**src/rtl/mem_port_arbiter_if.sv**
```systemverilog
// Bundle of the fetch port, the load/store port and the memory handshake seen by mem_port_arbiter.
// master is the arbiter's view and slave is the requesters-plus-memory view.
interface mem_port_arbiter_if #(
    parameter int AW = 16,
    parameter int DW = 16
) ();
    logic          if_req;
    logic [AW-1:0] if_addr;
    logic [DW-1:0] if_rdata;
    logic          if_done;
    logic          if_err;

    logic          d_req;
    logic          d_we;
    logic [AW-1:0] d_addr;
    logic [DW-1:0] d_wdata;
    logic [DW-1:0] d_rdata;
    logic          d_done;
    logic          d_err;

    logic          mem_req;
    logic          mem_we;
    logic [AW-1:0] mem_addr;
    logic [DW-1:0] mem_wdata;
    logic [DW-1:0] mem_rdata;
    logic          mem_ack;

    modport master (
        input  if_req, if_addr, d_req, d_we, d_addr, d_wdata, mem_rdata, mem_ack,
        output if_rdata, if_done, if_err, d_rdata, d_done, d_err,
               mem_req, mem_we, mem_addr, mem_wdata
    );

    modport slave (
        output if_req, if_addr, d_req, d_we, d_addr, d_wdata, mem_rdata, mem_ack,
        input  if_rdata, if_done, if_err, d_rdata, d_done, d_err,
               mem_req, mem_we, mem_addr, mem_wdata
    );
endinterface

```
**src/rtl/mem_port_arbiter.sv**
```systemverilog
// Arbitrates the fetch and load/store ports onto one req/ack memory, with bounded
// data-over-fetch priority and a per-access timeout that completes with an error.
module mem_port_arbiter_rsp #(
    parameter int DW = 16
) (
    input  logic          clk,
    input  logic          reset_n,
    input  logic          fire,
    input  logic          rd,
    input  logic          fail,
    input  logic [DW-1:0] data,
    output logic          done,
    output logic          err,
    output logic [DW-1:0] rdata
);
    // done/err are high only in the cycle after fire; rdata persists until the next read.
    always_ff @(posedge clk or negedge reset_n) begin
        if (!reset_n) begin
            done  <= 1'b0;
            err   <= 1'b0;
            rdata <= '0;
        end else begin
            done <= fire;
            err  <= fire & fail;
            if (fire && rd)
                rdata <= data;
        end
    end
endmodule

module mem_port_arbiter #(
    parameter int AW         = 16,
    parameter int DW         = 16,
    parameter int TIMEOUT    = 15,
    parameter int MAX_STARVE = 2
) (
    input  logic               clk,
    input  logic               reset_n,
    mem_port_arbiter_if.master bus
);
    localparam int NUM_PORTS = 2;
    localparam int P_IF      = 0;
    localparam int P_D       = 1;
    localparam int TW        = $clog2(TIMEOUT + 1);
    localparam int SW        = $clog2(MAX_STARVE + 1);

    typedef enum logic [1:0] {IDLE, BUSY, DONE} state_t;

    typedef struct packed {
        logic          owner;
        logic          we;
        logic [AW-1:0] addr;
        logic [DW-1:0] wdata;
    } req_t;

    state_t  state;
    req_t    cur;
    req_t    nxt;
    logic    mem_req_q;
    logic    mem_we_q;
    logic [TW-1:0] tmo;
    logic [SW-1:0] starve_cnt;

    logic [NUM_PORTS-1:0]         req;
    logic [NUM_PORTS-1:0][AW-1:0] addr;
    logic [NUM_PORTS-1:0]         fire;
    logic [NUM_PORTS-1:0]         done;
    logic [NUM_PORTS-1:0]         err;
    logic [NUM_PORTS-1:0][DW-1:0] rdata;

    logic          grant_d;
    logic          grant_if;
    logic          finish;
    logic          fail;
    logic [DW-1:0] rsp_data;

    assign req  = {bus.d_req,  bus.if_req};
    assign addr = {bus.d_addr, bus.if_addr};

    // Data wins unless fetch has already been passed over MAX_STARVE times in a row.
    assign grant_d  = req[P_D] & (~req[P_IF] | (starve_cnt < SW'(MAX_STARVE)));
    assign grant_if = req[P_IF] & ~grant_d;

    always_comb begin
        nxt       = '0;
        nxt.owner = grant_d;
        nxt.we    = grant_d & bus.d_we;
        nxt.addr  = addr[grant_d];
        nxt.wdata = grant_d ? bus.d_wdata : '0;
    end

    // Ack on the last allowed cycle still counts as success.
    assign fail     = ~bus.mem_ack;
    assign finish   = (state == BUSY) & (bus.mem_ack | (tmo == TW'(TIMEOUT - 1)));
    assign rsp_data = fail ? '0 : bus.mem_rdata;

    always_ff @(posedge clk or negedge reset_n) begin
        if (!reset_n) begin
            state      <= IDLE;
            cur        <= '0;
            mem_req_q  <= 1'b0;
            mem_we_q   <= 1'b0;
            tmo        <= '0;
            starve_cnt <= '0;
        end else begin
            case (state)
                IDLE: begin
                    if (grant_d || grant_if) begin
                        cur       <= nxt;
                        mem_req_q <= 1'b1;
                        mem_we_q  <= nxt.we;
                        tmo       <= '0;
                        state     <= BUSY;
                        if (grant_d && req[P_IF])
                            starve_cnt <= starve_cnt + 1'b1;
                        else
                            starve_cnt <= '0;
                    end
                end
                BUSY: begin
                    tmo <= tmo + 1'b1;
                    if (finish) begin
                        mem_req_q <= 1'b0;
                        mem_we_q  <= 1'b0;
                        state     <= DONE;
                    end
                end
                DONE: begin
                    tmo   <= '0;
                    state <= IDLE;
                end
                default: state <= IDLE;
            endcase
        end
    end

    for (genvar p = 0; p < NUM_PORTS; p++) begin : g_port
        assign fire[p] = finish & (cur.owner == 1'(p));

        mem_port_arbiter_rsp #(.DW(DW)) u_rsp (
            .clk     (clk),
            .reset_n (reset_n),
            .fire    (fire[p]),
            .rd      (~cur.we),
            .fail    (fail),
            .data    (rsp_data),
            .done    (done[p]),
            .err     (err[p]),
            .rdata   (rdata[p])
        );
    end

    assign bus.mem_req   = mem_req_q;
    assign bus.mem_we    = mem_we_q;
    assign bus.mem_addr  = cur.addr;
    assign bus.mem_wdata = cur.wdata;

    assign bus.if_done  = done[P_IF];
    assign bus.if_err   = err[P_IF];
    assign bus.if_rdata = rdata[P_IF];
    assign bus.d_done   = done[P_D];
    assign bus.d_err    = err[P_D];
    assign bus.d_rdata  = rdata[P_D];
endmodule

```
**src/flat_wrapper.sv**
```systemverilog
// flat-port wrapper written by rule: the top's interface ports become plain ports
module mem_port_arbiter_flat 
#(
    parameter int AW         = 16,
    parameter int DW         = 16,
    parameter int TIMEOUT    = 15,
    parameter int MAX_STARVE = 2
)
  (clk, reset_n, bus_if_req, bus_if_addr, bus_d_req, bus_d_we, bus_d_addr, bus_d_wdata, bus_mem_rdata, bus_mem_ack, bus_if_rdata, bus_if_done, bus_if_err, bus_d_rdata, bus_d_done, bus_d_err, bus_mem_req, bus_mem_we, bus_mem_addr, bus_mem_wdata);
  mem_port_arbiter_if #(.AW(AW), .DW(DW)) bus_i ();
  input  logic clk;
  input  logic reset_n;
  input wire logic [$bits(bus_i.if_req)-1:0] bus_if_req;
  input wire logic [$bits(bus_i.if_addr)-1:0] bus_if_addr;
  input wire logic [$bits(bus_i.d_req)-1:0] bus_d_req;
  input wire logic [$bits(bus_i.d_we)-1:0] bus_d_we;
  input wire logic [$bits(bus_i.d_addr)-1:0] bus_d_addr;
  input wire logic [$bits(bus_i.d_wdata)-1:0] bus_d_wdata;
  input wire logic [$bits(bus_i.mem_rdata)-1:0] bus_mem_rdata;
  input wire logic [$bits(bus_i.mem_ack)-1:0] bus_mem_ack;
  output wire logic [$bits(bus_i.if_rdata)-1:0] bus_if_rdata;
  output wire logic [$bits(bus_i.if_done)-1:0] bus_if_done;
  output wire logic [$bits(bus_i.if_err)-1:0] bus_if_err;
  output wire logic [$bits(bus_i.d_rdata)-1:0] bus_d_rdata;
  output wire logic [$bits(bus_i.d_done)-1:0] bus_d_done;
  output wire logic [$bits(bus_i.d_err)-1:0] bus_d_err;
  output wire logic [$bits(bus_i.mem_req)-1:0] bus_mem_req;
  output wire logic [$bits(bus_i.mem_we)-1:0] bus_mem_we;
  output wire logic [$bits(bus_i.mem_addr)-1:0] bus_mem_addr;
  output wire logic [$bits(bus_i.mem_wdata)-1:0] bus_mem_wdata;
  assign bus_i.if_req = bus_if_req;
  assign bus_i.if_addr = bus_if_addr;
  assign bus_i.d_req = bus_d_req;
  assign bus_i.d_we = bus_d_we;
  assign bus_i.d_addr = bus_d_addr;
  assign bus_i.d_wdata = bus_d_wdata;
  assign bus_i.mem_rdata = bus_mem_rdata;
  assign bus_i.mem_ack = bus_mem_ack;
  assign bus_if_rdata = bus_i.if_rdata;
  assign bus_if_done = bus_i.if_done;
  assign bus_if_err = bus_i.if_err;
  assign bus_d_rdata = bus_i.d_rdata;
  assign bus_d_done = bus_i.d_done;
  assign bus_d_err = bus_i.d_err;
  assign bus_mem_req = bus_i.mem_req;
  assign bus_mem_we = bus_i.mem_we;
  assign bus_mem_addr = bus_i.mem_addr;
  assign bus_mem_wdata = bus_i.mem_wdata;
  mem_port_arbiter #(.AW(AW), .DW(DW), .TIMEOUT(TIMEOUT), .MAX_STARVE(MAX_STARVE)) u_core (.clk(clk), .reset_n(reset_n), .bus(bus_i));
endmodule
```
**config.mk**
```make
export PLATFORM = sky130hd
export DESIGN_NAME = mem_port_arbiter_flat
export DESIGN_NICKNAME = d
export VERILOG_FILES = /design/src/rtl/mem_port_arbiter_if.sv /design/src/rtl/mem_port_arbiter.sv /design/src/flat_wrapper.sv
export SDC_FILE = /design/constraint.sdc
export NUM_CORES = 1
export LEC_CHECK = 0
export BUFFER_PORTS_ARGS = -buffer_cell sky130_fd_sc_hd__buf_2
export CAP_MARGIN = 25
export CORE_ASPECT_RATIO = 0.9
export CORE_MARGIN = 2
export CORE_UTILIZATION = 49
export DETAILED_ROUTE_END_ITERATION = 12
export PLACE_DENSITY = 0.8
export SKIP_CTS_REPAIR_TIMING = 1
export SLEW_MARGIN = 20
export SYNTH_ARGS = -nofsm -noshare
export SYNTH_HDL_FRONTEND = slang
export SYNTH_SLANG_ARGS = --single-unit
```
**constraint.sdc**
```tcl
create_clock -name clk -period 2.39 [get_ports clk]
set_clock_uncertainty 0.2 [all_clocks]
set_input_delay 0.239 -clock clk [delete_from_list [all_inputs] [get_ports clk]]
set_output_delay 0.239 -clock clk [all_outputs]
set_load 0.01 [all_outputs]
```
==> metrics.txt <==
final hold viol count=0; arrival time at the worst endpoint=between 1.5 and 2 ns; Clk pin slew, worst setup/hold paths=0.09 ns; initial drt markers=60; setup_tns=0 ns; cell taking the most area after synthesis=dfrtp_1; crit-path max cell delay=approximately 0.53 ns; power density over the cells=1180 nW/um^2; DP HPWL=5150 um; Site Rows=30; Initial Utilization=50.3%; Synth area leaders=dfrtp_1 (53%), mux2_2 (10%), buf_4 (7.4%); fraction of layout cells with a size suffix above 1=54.6%; peak supply drop=438 uV; Syn Nets=~340; overall routed net length=7540 um; register area share after synthesis=53.3%; GRT overflow=0; TritonCTS buffer count=9; Max transition margin=60.7%; Placed Cells=465; P&R area growth vs syn=25.0%; Required @ worst endpoint=around 2.4 ns; initial antenna violation count=0; IO buf count=~140; Ant. Diodes=0; leak pwr=2.45 nW; Mapped Area=roughly 3800 um^2; number of global-route vias before repair=2420; Slew Limit Fails=0; critical-path cell list=and2b_4, nand4b_4, mux2_4; root buf cell=clkbuf_8; Yosys warning count=0; ys async rst share=100%; worst-path fanout max=16; Avg Cell Area, Syn=roughly 14 um^2; hold crit path type=input pin to flip-flop; via count=2536; Synth Instances=approximately 270; FMAX=506 MHz; number of synthesized flops with an enable pin=0; largest net degree at the start of global routing=48; die area=around 8400 um^2; post-route ant nets=0; Residual DRC=0; area share of the largest cell type after synthesis=a little over half; RSZ-0062 raised after global routing=no; crit path time final=1.98 ns; Setup crit end kind=flip-flop; Setup Viol. Count Final=0; wire per inst=between 15 and 20 um; CP Launch Type=flip-flop; first-pass GRT wire length=11300 um; Commonest cells post-synth=dfrtp_1 (80), buf_4 (37), mux2_2 (35), mux2_4 (18), a22o_1 (17); top-count cell post-synth=dfrtp_1; die width=just under 100 um; Yosys cell types=40; crit path max-delay cell type=dfrtp_1; worst skew pair latency=0.35 ns; Ports=140; Total GRT Usage=17.5%; synthesis-stage register bit count=80; Layout Nets=470; Finished Layout Cells=between 400 and 500; Max clock buf depth=2; critical path type=flip-flop to flip-flop; RePlAce Congestion=between 0.7 and 0.8; outcome=finished, final reports clean; main flop type after synthesis=dfrtp_1; first-pass iteration count of the detailed router=4; Least-Margin Pin Slew=0.590 ns; Core Region=between 7000 and 8000 um^2; Max-cap violations=0; die height=between 80 and 90 um; clock sinks=80; Vias/cell=5.08; final period utilization=82.7%; H-tree depth=3; TritonCTS clock tree=built
==> per-layer routing <==
metal	GRT usage [%]	vias up	share of wire (%)
met5	0	-	0
met3	5.11	6	8.0
met1	23.0	1254	43
met4	5.76	0	0.66
met2	28.0	95	48
li1	-	1181	-
==> layout by cell type (no fill, tap or decap), types with 3 or more instances in the layout <==
cell type      instances
buf_2                138
dfrtp_1               80
mux2_2                35
mux2_4                18
dlygate4sd3_1         18
a22o_1                17
and2_1                16
mux2_1                12
clkbuf_8               9
inv_1                  5
nor2_1                 4
buf_4                  4
nand3_1                3
o21ai_0                3
==> path summary, 6_finish.rpt <==
| check | depth (start not counted) | start | end | slack (ns) |
|---|---|---|---|---|
| hold / removal | 3 | bus_if_addr[6] | u_core.bus.mem_addr[6] | 0.04 |
| max in group asynchronous | 3 | reset_n | u_core.bus.mem_wdata[8] | 1.17 |
| setup / recovery | 3 | u_core.state[1] | u_core.g_port[1].u_rsp.rdata[15] | 0.41 |
| min in group asynchronous | 2 | reset_n | u_core.g_port[1].u_rsp.rdata[9] | 0.23 |
| hold reg to reg | 1 | u_core.bus.mem_req | u_core.bus.mem_req | 0.31 |
| setup reg to reg | 3 | u_core.state[1] | u_core.g_port[1].u_rsp.rdata[15] | 0.41 |
==> final cells by class <==
class                      instances  area (um^2)
multi-input combinational        141         1400
sequential                        80         2000
clock buffer                       9          124
fill                             578         2780
clock inverter                     7          108
timing repair buffer             161          921
tap                               96          120
inverter                           5         18.8
==> stage by stage <==
stage / power [mW] / util, % / area [um^2] / setup slack [ns] / hold WS [ns]
after floorplan: 3.98 / - / 3760 / 0.543 / -0.257
after global placement: 4.34 / 57.3 / 4280 / 0.475 / 0.0877
final: 5.55 / 62.8 / 4690 / 0.414 / 0.0356
after CTS: 5.58 / 60.4 / 4510 / 0.395 / -0.299
after detailed placement: 4.44 / 57.3 / 4280 / 0.419 / 0.0863
after global routing: 5.93 / 62.8 / 4690 / 0.306 / 0.0220
==> critical path, delay by kind of cell (launching register included) <==
kind	cells	cell delay, ns
simple gates	2	0.70
flops	1	0.53
mux	1	0.42
==> report_power, final <==
group / internal (mW) / switching (mW)
Sequential: 1.93 / 0.375
Combinational: 1.14 / 0.979
Clock: 0.610 / 0.521
==> cells by family after synthesis <==
logic type / after synthesis / share of synthesized area, %
and+or+nand+nor: 40 / 7.53
AOI/OAI and AO/OA: 33 / 7.60
adders and majority gates: 2 / 0.666
xor gates and xnor gates: 1 / 0.233
muxes: 65 / 21.3
DFF: 80 / 53.3
buffers and inverters: 50 / 9.39
==> state kept, by name, indices dropped and copies added (netlist names) <==
name                       count
u_core.bus.mem_addr           16
u_core.g_port.u_rsp.err        2
u_core.state                   2
u_core.bus.mem_req             1
u_core.g_port.u_rsp.rdata     32
u_core.bus.mem_wdata          16
u_core.bus.mem_we              1
u_core.tmo                     4
u_core.cur                     2
u_core.g_port.u_rsp.done       2
u_core.starve_cnt              2
(Power assumes the default switching activity.)
